<file path="config.mk">
export PLATFORM = sky130hd
export DESIGN_NAME = scale_loop_controller
export DESIGN_NICKNAME = d
export VERILOG_FILES = /design/src/rtl/scale_loop_controller.sv
export SDC_FILE = /design/constraint.sdc
export NUM_CORES = 1
export LEC_CHECK = 0
export CAP_MARGIN = 10
export CELL_PAD_IN_SITES_DETAIL_PLACEMENT = 0
export CELL_PAD_IN_SITES_GLOBAL_PLACEMENT = 2
export CORE_ASPECT_RATIO = 0.6
export CORE_UTILIZATION = 26
export DETAILED_ROUTE_END_ITERATION = 12
export PLACE_DENSITY = 0.89
export SYNTH_ARGS = -nofsm -noshare
export SYNTH_HDL_FRONTEND = slang
export SYNTH_SLANG_ARGS = --single-unit
</file>
<file path="constraint.sdc">
create_clock -name clk -period 1.7 [get_ports clk]
set_clock_uncertainty 0.1 [all_clocks]
set_input_delay 0.51 -clock clk [delete_from_list [all_inputs] [get_ports clk]]
set_output_delay 0.51 -clock clk [all_outputs]
set_load 0.02 [all_outputs]
</file>
<file path="src/rtl/scale_loop_controller.sv">
// Per-frame scale loop: fetch scale params, gate on window size, launch detector.
// Ports: clk/resetn, frame_start/win_size in, sp_* generator handshake, det_* detector, busy/frame_done/scale_index.
module scale_loop_controller #(
  parameter int ROWBITS   = 10,
  parameter int COLBITS   = 10,
  parameter int WINBITS   = 12,
  parameter int MAXSCALES = 32
) (
  input  logic               clk,
  input  logic               resetn,
  input  logic               frame_start,
  input  logic [WINBITS-1:0] win_size,
  output logic               busy,
  output logic               frame_done,
  output logic               sp_start,
  input  logic               sp_ready,
  input  logic               sp_done,
  output logic               sp_taken,
  input  logic [ROWBITS-1:0] sp_scale_w,
  input  logic [COLBITS-1:0] sp_scale_h,
  output logic               det_start,
  output logic [ROWBITS-1:0] det_width,
  output logic [COLBITS-1:0] det_height,
  input  logic               det_done,
  output logic [7:0]         scale_index
);

  localparam int RC = (ROWBITS > COLBITS) ? ROWBITS : COLBITS;
  localparam int MW = (RC > WINBITS) ? RC : WINBITS;

  typedef enum logic [2:0] {
    IDLE, ISSUE, WAIT_PARAM, CHECK, DETECT, WAIT_DET, FINISH
  } state_t;

  state_t             state;
  logic [WINBITS-1:0] win_q;
  logic [MW-1:0]      w_ext;
  logic [MW-1:0]      h_ext;
  logic [MW-1:0]      win_ext;
  logic               too_small;
  logic               at_max;

  // Zero-extend everything to a common width before comparing.
  assign w_ext     = MW'(det_width);
  assign h_ext     = MW'(det_height);
  assign win_ext   = MW'(win_q);
  assign too_small = (w_ext < win_ext) || (h_ext < win_ext);
  assign at_max    = (scale_index == 8'(MAXSCALES));

  assign busy       = (state != IDLE);
  assign sp_start   = (state == ISSUE);
  assign sp_taken   = (state == WAIT_PARAM) && sp_done;
  assign det_start  = (state == DETECT);
  assign frame_done = (state == FINISH);

  always_ff @(posedge clk) begin
    if (!resetn) begin
      state       <= IDLE;
      win_q       <= '0;
      det_width   <= '0;
      det_height  <= '0;
      scale_index <= '0;
    end else begin
      unique case (state)
        IDLE: begin
          if (frame_start) begin
            win_q       <= win_size;
            scale_index <= '0;
            state       <= ISSUE;
          end
        end
        ISSUE: begin
          if (sp_ready) state <= WAIT_PARAM;
        end
        WAIT_PARAM: begin
          if (sp_done) begin
            det_width  <= sp_scale_w;
            det_height <= sp_scale_h;
            state      <= CHECK;
          end
        end
        CHECK: begin
          if (too_small || at_max) state <= FINISH;
          else                     state <= DETECT;
        end
        DETECT: state <= WAIT_DET;
        WAIT_DET: begin
          if (det_done) begin
            if (scale_index != 8'hFF)
              scale_index <= scale_index + 8'd1;
            state <= ISSUE;
          end
        end
        FINISH: state <= IDLE;
        default: state <= IDLE;
      endcase
    end
  end

endmodule

</file>
==> After elaboration in Yosys (flattened, before gate mapping) <==
Index checks and enable logic that the tools add are counted.
{ "op_classes": {"eq_ne": 13, "addsub": 1, "n_reduce_logical": 10, "mux": 10, "n_lt_le_gt_ge": 2} }
{ "op_table": {"columns": ["op", "count"], "rows": [
  ["$lt 10x12->1", 2],
  ["$mux 8", 3],
  ["$pmux 3 s6", 1],
  ["$pmux 8 s2", 1],
  ["$mux 3", 4],
  ["$eq 3x3->1 const B", 3],
  ["$add 8x1->8 const B", 1],
  ["$eq 8x6->1 const B", 1],
  ["$ne 2x2->1 const B", 4],
  ["$ne 8x8->1 const B", 1],
  ["$reduce_and 4->1", 2],
  ["$eq 3x2->1 const B", 2],
  ["$reduce_and 2->1", 2],
  ["$eq 3x1->1 const B", 1],
  ["$logic_not 3->1", 1],
  ["$reduce_bool 3->1", 1],
  ["$logic_or 1x1->1", 2],
  ["$mux 2", 1],
  ["$ne 2x1->1 const B", 1],
  ["$reduce_bool 2->1", 1],
  ["$logic_and 1x1->1", 1]
]} }
{ "totals": {"word_cells": 41, "in_bits": 38, "ff_bits": 43} }

==> Depth between registers and ports, before layout <==
{ "logic_depth": {"word_depth": 5, "mapped_depth": 7, "ltp_nobuf": 7} }

==> Worst setup path before layout <==
Ideal clock, no wire load.
{ "synth_timing": {"path_type": "register to register", "startpoint": "reg scale_index[0]", "endpoint": "reg state[1]", "required_ns": 1.457, "setup_slack_ns": 0.034, "synth_period_minus_slack_ns": 1.666, "setup_time_ns": 0.143, "arrival_ns": 1.423, "stages_incl_launch_ff": 6, "path_cell_list": "dfxtp_1 > inv_1 > ha_1 > nor4bb_1 > a2111oi_0 > o221ai_1"} }
{ "synth_between": {"elab_chain_cells": 4} }
{ "synth_lines": {"columns": ["element", "line", "source"], "rows": [
  ["start, declared", "25", "output logic [7:0] scale_index"],
  ["start signal, assigned", "90", "scale_index <= scale_index + 8'd1;"],
  ["$eq 8x6->1", "48", "assign at_max = (scale_index == 8'(MAXSCALES));"],
  ["$logic_or 1x1->1", "83", "if (too_small || at_max) state <= FINISH;"],
  ["$mux 2", "83", null],
  ["$pmux 3 s6", "64", "unique case (state)"],
  ["end signal, assigned", "83", null],
  ["end signal, assigned", "84", "else state <= DETECT;"],
  ["end signal, assigned", "86", "DETECT: state <= WAIT_DET;"],
  ["end, declared", "35", "state_t state;"]
]} }
Every way passes these cells.
A chain may end at the register's enable or synchronous reset.

==> Worst setup path in the final report <==
{ "layout_timing": {"startpoint": "reg state[2]", "endpoint": "out busy"} }
{ "layout_between": {"elab_chain_cells": 1} }
{ "layout_lines": {"columns": ["element", "line", "source"], "rows": [
  ["start signal, assigned", "58", "state <= IDLE;"],
  ["start signal, assigned", "69", "state <= ISSUE;"],
  ["start signal, assigned", "73", "if (sp_ready) state <= WAIT_PARAM;"],
  ["$reduce_bool 3->1", "50", "assign busy = (state != IDLE);"],
  ["end, declared", "13", "output logic busy,"]
]} }
Every way passes these cells.

==> flow_summary.ini <==
[power]
switching_share = 0.337
power.net_switching_mw = 1.34
peakVddDrop_uv = 446
power_density_mw_per_mm2 = 1140
fin_total_pwr_mw = 3.97
power.static_leakage_nw = 1.50
p_int_mw = 2.63
power.share.clock = 0.284
pwr-share-seq = 0.320
portion_of_total_power_attributed_to_combinational_logic = 0.396

[yosys]
synth_seq_cells = 43
unique_cell_type_count_in_the_yosys_netlist = 44
synthSimpleGateAreaFrac = 0.222
ys_warn_count = 0
synth_edf_count = 0
mean_instance_size_in_the_synthesized_netlist_um2 = 8.48
synth_xor_area_frac = 0.0231
synth_fp_nets = 326
synth_mux_area_frac = 0
synth-adder-area-share = 0.110
syn-instance-count = 268
synth_compound_area_frac = 0.212
dominant_combinational_cell_family_by_area_after_synthesis = simple AND/OR/NAND/NOR gates
yosysSeqAreaShare = 0.379
async_reset_ff_frac = 0
mappedNetlistArea_mm2 = 0.00227
postSynth.topFlopCell = sky130_fd_sc_hd__dfxtp_1

[floorplan]
fp.dieH_um = 74.4
design.die.area_mm2 = 0.00913
rows = 25
initial_core_util = 0.278
floorplan.core_area_mm2 = 0.00816
ioPinCount = 71
die_w_um = 123

[clock_network]
cts_tree = yes
cts_sinks = 43
insertion_delay_ns = 0.28
postCtsHoldBufs = 0
max-clock-path-buffers = 2
numCtsBuffers = 5
clock_tree.htree_level_count = 2
clockRootBuffer = sky130_fd_sc_hd__clkbuf_16
clk_pin_slew_worst_paths_ns = 0.06

[finish]
fin_area_mm2 = 0.00349
commonest_cells_after_routing_fill_and_taps_aside = sky130_fd_sc_hd__nand2_1, sky130_fd_sc_hd__dfxtp_1, sky130_fd_sc_hd__clkdlybuf4s50_1, sky130_fd_sc_hd__a21boi_0, sky130_fd_sc_hd__dlygate4sd2_1
fill_cells = 833
mostFrequentLayoutCell = sky130_fd_sc_hd__nand2_1
layout.nets = 418
syn2layout_area_growth_pct = 53.4
layout-drive-gt1-share = 0.199

[place]
dpl_cell_area_mm2 = 0.00324
place_congestion = 0.795
io_buffer_count = 70
detailedPlace.worstSlack_ns = -0.692
detailed_place_hpwl_mm = 4.80

[hold_path]
hold_wc_path_type = flop to flop

[detailed_routing]
drt.antenna.violating_nets = 0
first_iter_violations = 76
detail_route.wl_per_cell_um = 13.0
wirelength_mm = 6.12
routed_via_density = 4.37
via_count = 2054
drt_pre_antenna_iters = 4
drc = 0

[status]
failed_checks = setup timing
run_status = finished, violations left

[critical_path]
worstPathMaxFanout = 4
setup.worst_path.start_class = flop
timing.critical_path.arrival_ns = 1.13
worst-setup-path-type = flop to output pin
critical_path_required_ns = 1.09
cp_capture_type = output pin

[sta]
report.final.setup_viol = 4
finalHoldWorstSlack_ns = 0.355
timing.slew.headroom = 0.717
maxClockFrequency_mhz = 575
final.period_utilization = 1.02
tightestPinTransition_ns = 0.424
grt_setup_unrepaired = yes
maxSlewViolCount = 0
final.setup.tns_ns = -0.104
setup_ws_ns = -0.0406
finalCriticalPeriod_ns = 1.74
finalHoldViolCount = 0

[global_routing]
grt_met1_usage = 0.221
grt_pass1_wl_mm = 10.2
global_route.usage.met3 = 0.0468
met2_usage = 0.200
gr-total-overflow = 0
grt_use_total = 0.148
grt_max_degree = 38
antenna_found_initial = 1
first_global_vias = 1998
most_congested_layer_reported_by_global_routing = met1

[flow_run]
drv_cap = 0
## synth_stat cells (all sizes together) (2+ instances only)
master | n | area [µm²]
a211oi | 3 | 32.5
a21boi | 32 | 240
a21o | 4 | 30.0
a21oi | 10 | 53.8
and2 | 3 | 18.8
buf | 6 | 41.3
clkbuf | 7 | 27.5
dfxtp | 43 | 861
ha | 20 | 250
inv | 14 | 52.6
nand2 | 73 | 274
nand2b | 2 | 12.5
nand4 | 5 | 31.3
nor2 | 10 | 37.5
nor3 | 6 | 35.0
nor3b | 2 | 15.0
o21ai | 4 | 20.0
xnor2 | 3 | 26.3
xor2 | 3 | 26.3
## flip-flops by register name (all words and copies together) (netlist names)
| signal | count |
|---|---|
| det_height | 10 |
| det_width | 10 |
| state | 3 |
| scale_index | 8 |
| win_ext | 12 |
## per-stage QoR
step,util,instances
2_1_floorplan,-,268
3_5_place_dp,0.397,460
4_1_cts,0.420,469
5_1_grt,0.427,469
3_3_place_gp,0.397,460
6_report,0.427,470
## cell type report
| class | instances | area, µm² | area share |
|---|---|---|---|
| multi-input cells | 198 | 1360 | 0.391 |
| repair buffers | 98 | 892 | 0.256 |
| flip-flops and latches | 43 | 868 | 0.249 |
| clock buffers | 6 | 139 | 0.0398 |
| well taps | 108 | 135 | 0.0388 |
| inverters | 14 | 52.6 | 0.0151 |
| clock inverters | 2 | 35.0 | 0.0101 |
| diodes | 1 | 2.50 | 0.000718 |
## power groups by stage
stage | clock network, mW | logic [mW] | registers (mW)
global route | 1.20 | 1.76 | 1.30
floorplan | 0 | 0.811 | 1.33
finish | 1.13 | 1.57 | 1.27
detailed placement | 0 | 1.51 | 1.28
CTS | 1.15 | 1.52 | 1.27
global placement | 0 | 1.50 | 1.28
## cell families after synthesis
family / count (synthesis)
buffers and inverters: 27
xor gates and xnor gates: 6
adders and majority gates: 20
AOI/OAI and AO/OA: 63
DFF: 43
and+or+nand+nor: 109
## worst max-delay path, cell delays in order (launching register included)
cell,delay (ns)
sky130_fd_sc_hd__dfxtp_2,0.33
sky130_fd_sc_hd__buf_6,0.12
sky130_fd_sc_hd__nor3_4,0.19
sky130_fd_sc_hd__inv_1,0.07
sky130_fd_sc_hd__buf_6,0.13
## worst paths after layout
check	from	endpoint	slack (ns)	cells after the start
worst max-delay path	state[2]$_SDFFE_PN0P_	busy	-0.04	4
worst min-delay path	win_ext[3]$_SDFFE_PN0P_	win_ext[3]$_SDFFE_PN0P_	0.36	2
worst max register to register	state[0]$_SDFFE_PN0P_	state[1]$_SDFFE_PN0P_	0.05	7
worst min register to register	win_ext[3]$_SDFFE_PN0P_	win_ext[3]$_SDFFE_PN0P_	0.36	2
## layer usage
| layer | routed length [µm] | vias to the layer above |
|---|---|---|
| li1 | - | 1094 |
| met5 | 0 | - |
| met4 | 46 | 0 |
| met2 | 2160 | 53 |
| met1 | 3440 | 901 |
| met3 | 465 | 6 |
## what timing repair did
action / CTS / global route
endpoints found under the setup margin: 44 / 26
gates resized for setup: 75 / 23
setup buffers: 1 / 0
pin swaps: 3 / 7
Power figures use the tool's default switching activity.
